`src/rtl/serial_receiver.sv`:
```
// ----------------------------------------------------------------------------
// serial_receiver
//
// Receive stage for the N-bit serial transmitter. Incoming chunks are
// assembled MSB-first into 32-bit words. Each completed word is pushed into
// a small first-word-fall-through FIFO that the consumer drains. The
// transmitter's frame-done strobe is used to detect truncated frames.
//
// Parameters
//   N      bits per serial chunk (1, 2, 4, 8, 16 or 32)
//   DEPTH  output FIFO depth in words (power of two, >= 2)
//
// Ports
//   Clk       in   system clock, all state changes on posedge
//   Reset     in   asynchronous active-high reset
//   Din       in   serial chunk; the first chunk of a word is its MSBs
//   DinValid  in   Din is sampled on this edge
//   FrameEnd  in   one-cycle end-of-frame strobe from the transmitter
//   RdEn      in   pop the FIFO head (ignored while Empty)
//   DataOut   out  FIFO head word, meaningful while Empty=0
//   Empty     out  FIFO holds no words
//   Full      out  FIFO holds DEPTH words
//   Count     out  number of words in the FIFO
//   RxBusy    out  a partial word is being assembled
//   FrameErr  out  one-cycle pulse: frame ended with a partial word
//   Overrun   out  sticky: a completed word was dropped on a full FIFO
// ----------------------------------------------------------------------------
module serial_receiver #(
    parameter int N     = 1,
    parameter int DEPTH = 4
) (
    input  logic                     Clk,
    input  logic                     Reset,
    input  logic [N-1:0]             Din,
    input  logic                     DinValid,
    input  logic                     FrameEnd,
    input  logic                     RdEn,
    output logic [31:0]              DataOut,
    output logic                     Empty,
    output logic                     Full,
    output logic [$clog2(DEPTH):0]   Count,
    output logic                     RxBusy,
    output logic                     FrameErr,
    output logic                     Overrun
);

    localparam int CHUNKS = 32 / N;
    localparam int CW     = $clog2(CHUNKS) + 1;
    localparam int PW     = $clog2(DEPTH);
    localparam int CNTW   = PW + 1;

    localparam logic [0:0] ST_IDLE = 1'b0;
    localparam logic [0:0] ST_RECV = 1'b1;

    // ------------------------------------------------------------------
    // State
    // ------------------------------------------------------------------
    logic [0:0]      state_q,     state_d;
    logic [CW-1:0]   cnt_q,       cnt_d;
    logic [31:0]     shift_q,     shift_d;
    logic            frame_err_q, frame_err_d;
    logic            overrun_q,   overrun_d;
    logic [PW-1:0]   wr_ptr_q,    wr_ptr_d;
    logic [PW-1:0]   rd_ptr_q,    rd_ptr_d;
    logic [CNTW-1:0] count_q,     count_d;
    logic [31:0]     mem_q [DEPTH];
    logic [31:0]     mem_d [DEPTH];

    logic [31:0]     word_next;
    logic            word_done;
    logic            pop;
    logic            fifo_push;
    logic            fifo_full;

    // ------------------------------------------------------------------
    // Assembly FSM
    // ------------------------------------------------------------------
    always_comb begin
        // Concatenate then truncate so the same expression also covers
        // N=32, where the incoming chunk is the whole word.
        word_next   = 32'({shift_q, Din});

        state_d     = state_q;
        cnt_d       = cnt_q;
        shift_d     = shift_q;
        frame_err_d = 1'b0;
        word_done   = 1'b0;

        case (state_q)
            ST_IDLE: begin
                // FrameEnd with no word in progress has nothing to flag.
                if (DinValid) begin
                    if (CHUNKS == 1) begin
                        word_done = 1'b1;
                    end else begin
                        shift_d = word_next;
                        cnt_d   = CW'(1);
                        state_d = ST_RECV;
                    end
                end
            end
            ST_RECV: begin
                // A completing chunk wins over FrameEnd: the word is whole.
                if (DinValid && (cnt_q == CW'(CHUNKS - 1))) begin
                    word_done = 1'b1;
                    shift_d   = word_next;
                    cnt_d     = '0;
                    state_d   = ST_IDLE;
                end else if (FrameEnd) begin
                    // Truncated frame: drop the partial word and any chunk
                    // arriving on this same edge.
                    frame_err_d = 1'b1;
                    cnt_d       = '0;
                    state_d     = ST_IDLE;
                end else if (DinValid) begin
                    shift_d = word_next;
                    cnt_d   = cnt_q + CW'(1);
                end
            end
            default: begin
                cnt_d   = '0;
                state_d = ST_IDLE;
            end
        endcase
    end

    // ------------------------------------------------------------------
    // Output FIFO
    // ------------------------------------------------------------------
    always_comb begin
        fifo_full = (count_q == CNTW'(DEPTH));
        pop       = RdEn && (count_q != '0);
        // A pop on the same edge frees the slot, so a full FIFO still
        // accepts the word.
        fifo_push = word_done && (!fifo_full || pop);
        overrun_d = overrun_q | (word_done && fifo_full && !pop);

        count_d = count_q;
        case ({fifo_push, pop})
            2'b10:   count_d = count_q + CNTW'(1);
            2'b01:   count_d = count_q - CNTW'(1);
            default: count_d = count_q;
        endcase

        wr_ptr_d = fifo_push ? (wr_ptr_q + PW'(1)) : wr_ptr_q;
        rd_ptr_d = pop       ? (rd_ptr_q + PW'(1)) : rd_ptr_q;

        mem_d = mem_q;
        if (fifo_push) begin
            mem_d[wr_ptr_q] = word_next;
        end
    end

    // ------------------------------------------------------------------
    // Registers
    // ------------------------------------------------------------------
    always_ff @(posedge Clk or posedge Reset) begin
        if (Reset) begin
            state_q     <= ST_IDLE;
            cnt_q       <= '0;
            shift_q     <= '0;
            frame_err_q <= 1'b0;
            overrun_q   <= 1'b0;
            wr_ptr_q    <= '0;
            rd_ptr_q    <= '0;
            count_q     <= '0;
            // Storage is cleared so DataOut reads zero straight out of reset.
            for (int i = 0; i < DEPTH; i++) begin
                mem_q[i] <= '0;
            end
        end else begin
            state_q     <= state_d;
            cnt_q       <= cnt_d;
            shift_q     <= shift_d;
            frame_err_q <= frame_err_d;
            overrun_q   <= overrun_d;
            wr_ptr_q    <= wr_ptr_d;
            rd_ptr_q    <= rd_ptr_d;
            count_q     <= count_d;
            mem_q       <= mem_d;
        end
    end

    // ------------------------------------------------------------------
    // Outputs
    // ------------------------------------------------------------------
    assign DataOut  = mem_q[rd_ptr_q];
    assign Empty    = (count_q == '0);
    assign Full     = fifo_full;
    assign Count    = count_q;
    assign RxBusy   = (state_q == ST_RECV);
    assign FrameErr = frame_err_q;
    assign Overrun  = overrun_q;

endmodule

```
`config.mk`:
```
export PLATFORM = sky130hd
export DESIGN_NAME = serial_receiver
export DESIGN_NICKNAME = d
export VERILOG_FILES = /design/src/rtl/serial_receiver.sv
export SDC_FILE = /design/constraint.sdc
export NUM_CORES = 1
export LEC_CHECK = 0
export CAP_MARGIN = 30
export CORE_MARGIN = 1
export CORE_UTILIZATION = 30
export CTS_CLUSTER_DIAMETER = 200
export DETAILED_ROUTE_END_ITERATION = 8
export PLACE_DENSITY_LB_ADDON = 0.05
export SKIP_CTS_REPAIR_TIMING = 1
export SYNTH_ARGS = -nofsm -noshare
export SYNTH_HDL_FRONTEND = slang
export SYNTH_SLANG_ARGS = --single-unit
```
`constraint.sdc`:
```
create_clock -name Clk -period 7.2 [get_ports Clk]
set_input_delay 1.44 -clock Clk [delete_from_list [all_inputs] [get_ports Clk]]
set_output_delay 1.44 -clock Clk [all_outputs]
set_load 0.05 [all_outputs]
```
==> impl_results.md <==
- Sw Share: about 33%
- # IOs: 46
- Max-cap violation count: 0
- Sink Count: 175
- CTS tree: done
- CTS Buf Count: 17
- Clock Tree Buf Depth: 2
- Final Hold Vio Count: 0
- Yosys warns: 0
- Class of the worst hold path: flop to flop
- Power Dens Cells: about 270 nW/um2
- Worst skew pair latency: 0.44 ns
- Required time of the critical path: ~5.8 ns
- Drt drc: 0
- Min Tclk post-route: 4.47 ns
- Final setup viols: 0
- Routed wire length: between 15000 and 20000 um
- Worst-margin pin slew: between 0.7 and 0.8 ns
- Synth area leaders: dfrtp_1 51%, mux2_4 21%, mux4_2 8.3%
- Layout area overhead: 15.4%
- Post-synthesis register bit count: between 150 and 200
- Avg Cell Area, Syn: between 10 and 15 um2
- Setup CP Type: flop to output pin
- Overall routing resource usage: between 10 and 15%
- Power share of the combinational group: 16.6%
- Post-route ant nets: 0
- Synth top area share: slightly above 50%
- PortBufs: between 40 and 50
- Clock power frac: a little over a third
- Synth Area in Compound Gates: under 10%
- Die Ht: about 170 um
- First-pass GRT wire length: 32200 um
- Post-synthesis mux area share: between 30% and 40%
- Area leader, netlist: dfrtp_1
- Total grt overflow: 0
- Setup ws final: 2.73 ns
- Largest family of logic cells by synthesized area: multiplexers
- Leakage power: 4.74 nW
- Crit share post-route: between 60% and 70%
- Antenna Diode Count: 0
- Die W: 172 um
- Clock skew: between 0.02 and 0.025 ns
- Initial Util: between 30% and 40%
- CTS root buffer: clkbuf_16
- H-tree depth: 4
- Largest net degree at the start of global routing: 76
- Area after DPL: 9330 um2
- Layout cells sized above 1: around a third
- Adder-cell share of the synthesized area: ~1.1%
- Post-route cell area: roughly 10000 um2
- Top Family by Delay on Critical Path: buffers and inverters
- Core Area: roughly 28000 um2
- Clock transition at path regs: about 0.07 ns
- Unrepaired setup endpoints after global routing: no
- Routed length per placed instance: 19.5 um
- Critical path launch point type: flop
- CP Capture Type: output pin
- Post-synth cell types: between 40 and 50
- Vias in the first global route: ~5400
- Critical path, cell by cell: buf_4, mux4_2, clkdlybuf4s50_1
- Worst vdd ir: 241 uV
- Relative slew slack: 47.6%
- Total number of vias: approximately 4900
- Final Wtd Congestion: just over 0.7
- Initial antenna violation count: 0
- CP arrival: a little over 3 ns
- Max stage delay on crit path: 0.73 ns
- Highest fanout seen on the critical path: 22
- Die area: slightly below 30000 um2
- TNS Setup: 0 ns
- NumNets Final: ~630
- Place WS: around 2.8 ns
- Final count of pins violating max slew: 0
- Row cnt: 61
- Slowest stage cell, crit path: clkdlybuf4s50_1
- 1st-pass router iterations: 6
- Iteration-0 DRC Markers: about 200
- Worst path bufs/invs: 2
- Gate Count Post-Synth: slightly below 600
- Register area share after synthesis: slightly above 50%
- Post-synthesis instance area: between 8000 and 9000 um2
- Post-synthesis xor/xnor area fraction: less than 1%
- Status: complete, no violations
- Fmax: between 200 and 250 MHz
- Syn_nets: 590
- Post-Synth Simple-Gate Area: under 10%
- Net Sw Power: 0.882 mW
- Reg power frac: roughly 48%
- Vias per cell: just under 5
- Internal Power: 1.80 mW
- Dpl hpwl: between 10000 and 15000 um
## per-layer routing
layer / wire, um / part of all wire [%] / up-vias / global-route usage [%]
met5: 0 / 0 / - / 0
met1: 9430 / 48 / 2607 / 19.1
met2: 9630 / 49 / 57 / 24.4
met4: 163 / 0.83 / 0 / 4.16
met3: 399 / 2.0 / 10 / 2.85
li1: - / - / 2190 / -
## cell usage after synthesis
library cell / number
a21boi_0: 1
a21oi_1: 3
a311oi_1: 1
a41oi_1: 1
and2_1: 1
and3_1: 1
and3_2: 1
and3_4: 1
and3b_1: 1
and4b_1: 1
buf_1: 2
buf_12: 12
buf_2: 5
buf_6: 1
clkbuf_1: 23
clkbuf_4: 1
dfrtp_1: 175
fa_1: 1
ha_1: 6
inv_1: 9
mux2_2: 8
mux2_4: 121
mux2i_1: 1
mux4_2: 32
nand2_1: 68
nand2b_1: 1
nand3_1: 4
nand4_1: 1
nand4_4: 4
nand4bb_1: 1
nor2_1: 4
nor2b_1: 2
nor3_1: 1
nor3b_1: 1
o211ai_1: 64
o21a_1: 1
o21ai_0: 5
o21bai_1: 2
o31a_2: 1
o31ai_1: 1
or4b_4: 1
xnor2_1: 3
xor2_1: 3
## metrics by stage
stage	std cells	hold WS (ns)	power (mW)	utilization, %
floorplan	577	0.474	1.58	-
finish	1004	0.493	2.68	35.5
global route	1004	0.509	2.83	35.5
CTS	1002	0.507	2.73	35.3
global placement	968	0.486	1.75	33.1
detailed placement	970	0.486	1.76	33.2
## cell families (layout without fill, tap and decap cells)
kind of cell / after synthesis / in the layout
adders and majority gates: 7 / 7
xor gates and xnor gates: 6 / 6
buffers and inverters: 53 / 102
DFF: 175 / 175
AOI/OAI and AO/OA: 80 / 80
muxes: 162 / 162
and+or+nand+nor: 94 / 94
## area by class of cell
class | count | area [um2]
fill | 2732 | 18100
sequential | 175 | 4380
multi-input combinational | 349 | 3860
timing repair buffer | 61 | 636
tap | 378 | 473
clock buffer | 19 | 443
clock inverter | 13 | 154
inverter | 9 | 38.8
## final timing paths
path                              from           to  slack, ns  depth (start not counted)
hold reg to reg                Overrun      Overrun       0.49                          1
setup reg to reg              cnt_q[0]     mem_q[4]       4.45                          5
min in group asynchronous        Reset     Count[2]       1.33                          2
hold / removal                 Overrun      Overrun       0.49                          1
setup / recovery           rd_ptr_q[0]  DataOut[31]       2.73                          3
max in group asynchronous        Reset   mem_q[112]       4.88                          4
## power groups by stage
stage               Clock [mW]  Sequential, mW  Combinational [mW]
floorplan                    0            1.23               0.340
global placement             0            1.30               0.447
detailed placement           0            1.31               0.452
CTS                      0.988            1.29               0.454
global route              1.04            1.31               0.487
finish                   0.953            1.28               0.445
## worst register-to-register path: stages (launching register included)
cell,delay [ns]
dfrtp_1,0.44
ha_1,0.28
and3_1,0.50
nand4_4,0.56
buf_4,0.49
mux2_4,0.36
## cells in the final DEF, fill, tap and decap left out, types with 2 or more instances in the layout
| cell type | instances |
|---|---|
| a21oi_1 | 3 |
| buf_12 | 2 |
| buf_16 | 2 |
| buf_4 | 12 |
| bufinv_16 | 2 |
| clkbuf_16 | 17 |
| clkdlybuf4s50_1 | 45 |
| clkinv_4 | 4 |
| dfrtp_1 | 174 |
| ha_1 | 6 |
| inv_1 | 8 |
| inv_6 | 5 |
| mux2_2 | 8 |
| mux2_4 | 121 |
| mux4_2 | 32 |
| nand2_1 | 68 |
| nand3_1 | 4 |
| nand4_4 | 4 |
| nor2_1 | 4 |
| nor2b_1 | 2 |
| o211ai_1 | 64 |
| o21ai_0 | 5 |
| o21bai_1 | 2 |
| xnor2_1 | 3 |
| xor2_1 | 3 |
Note: power is estimated with default switching activity, not from simulation.
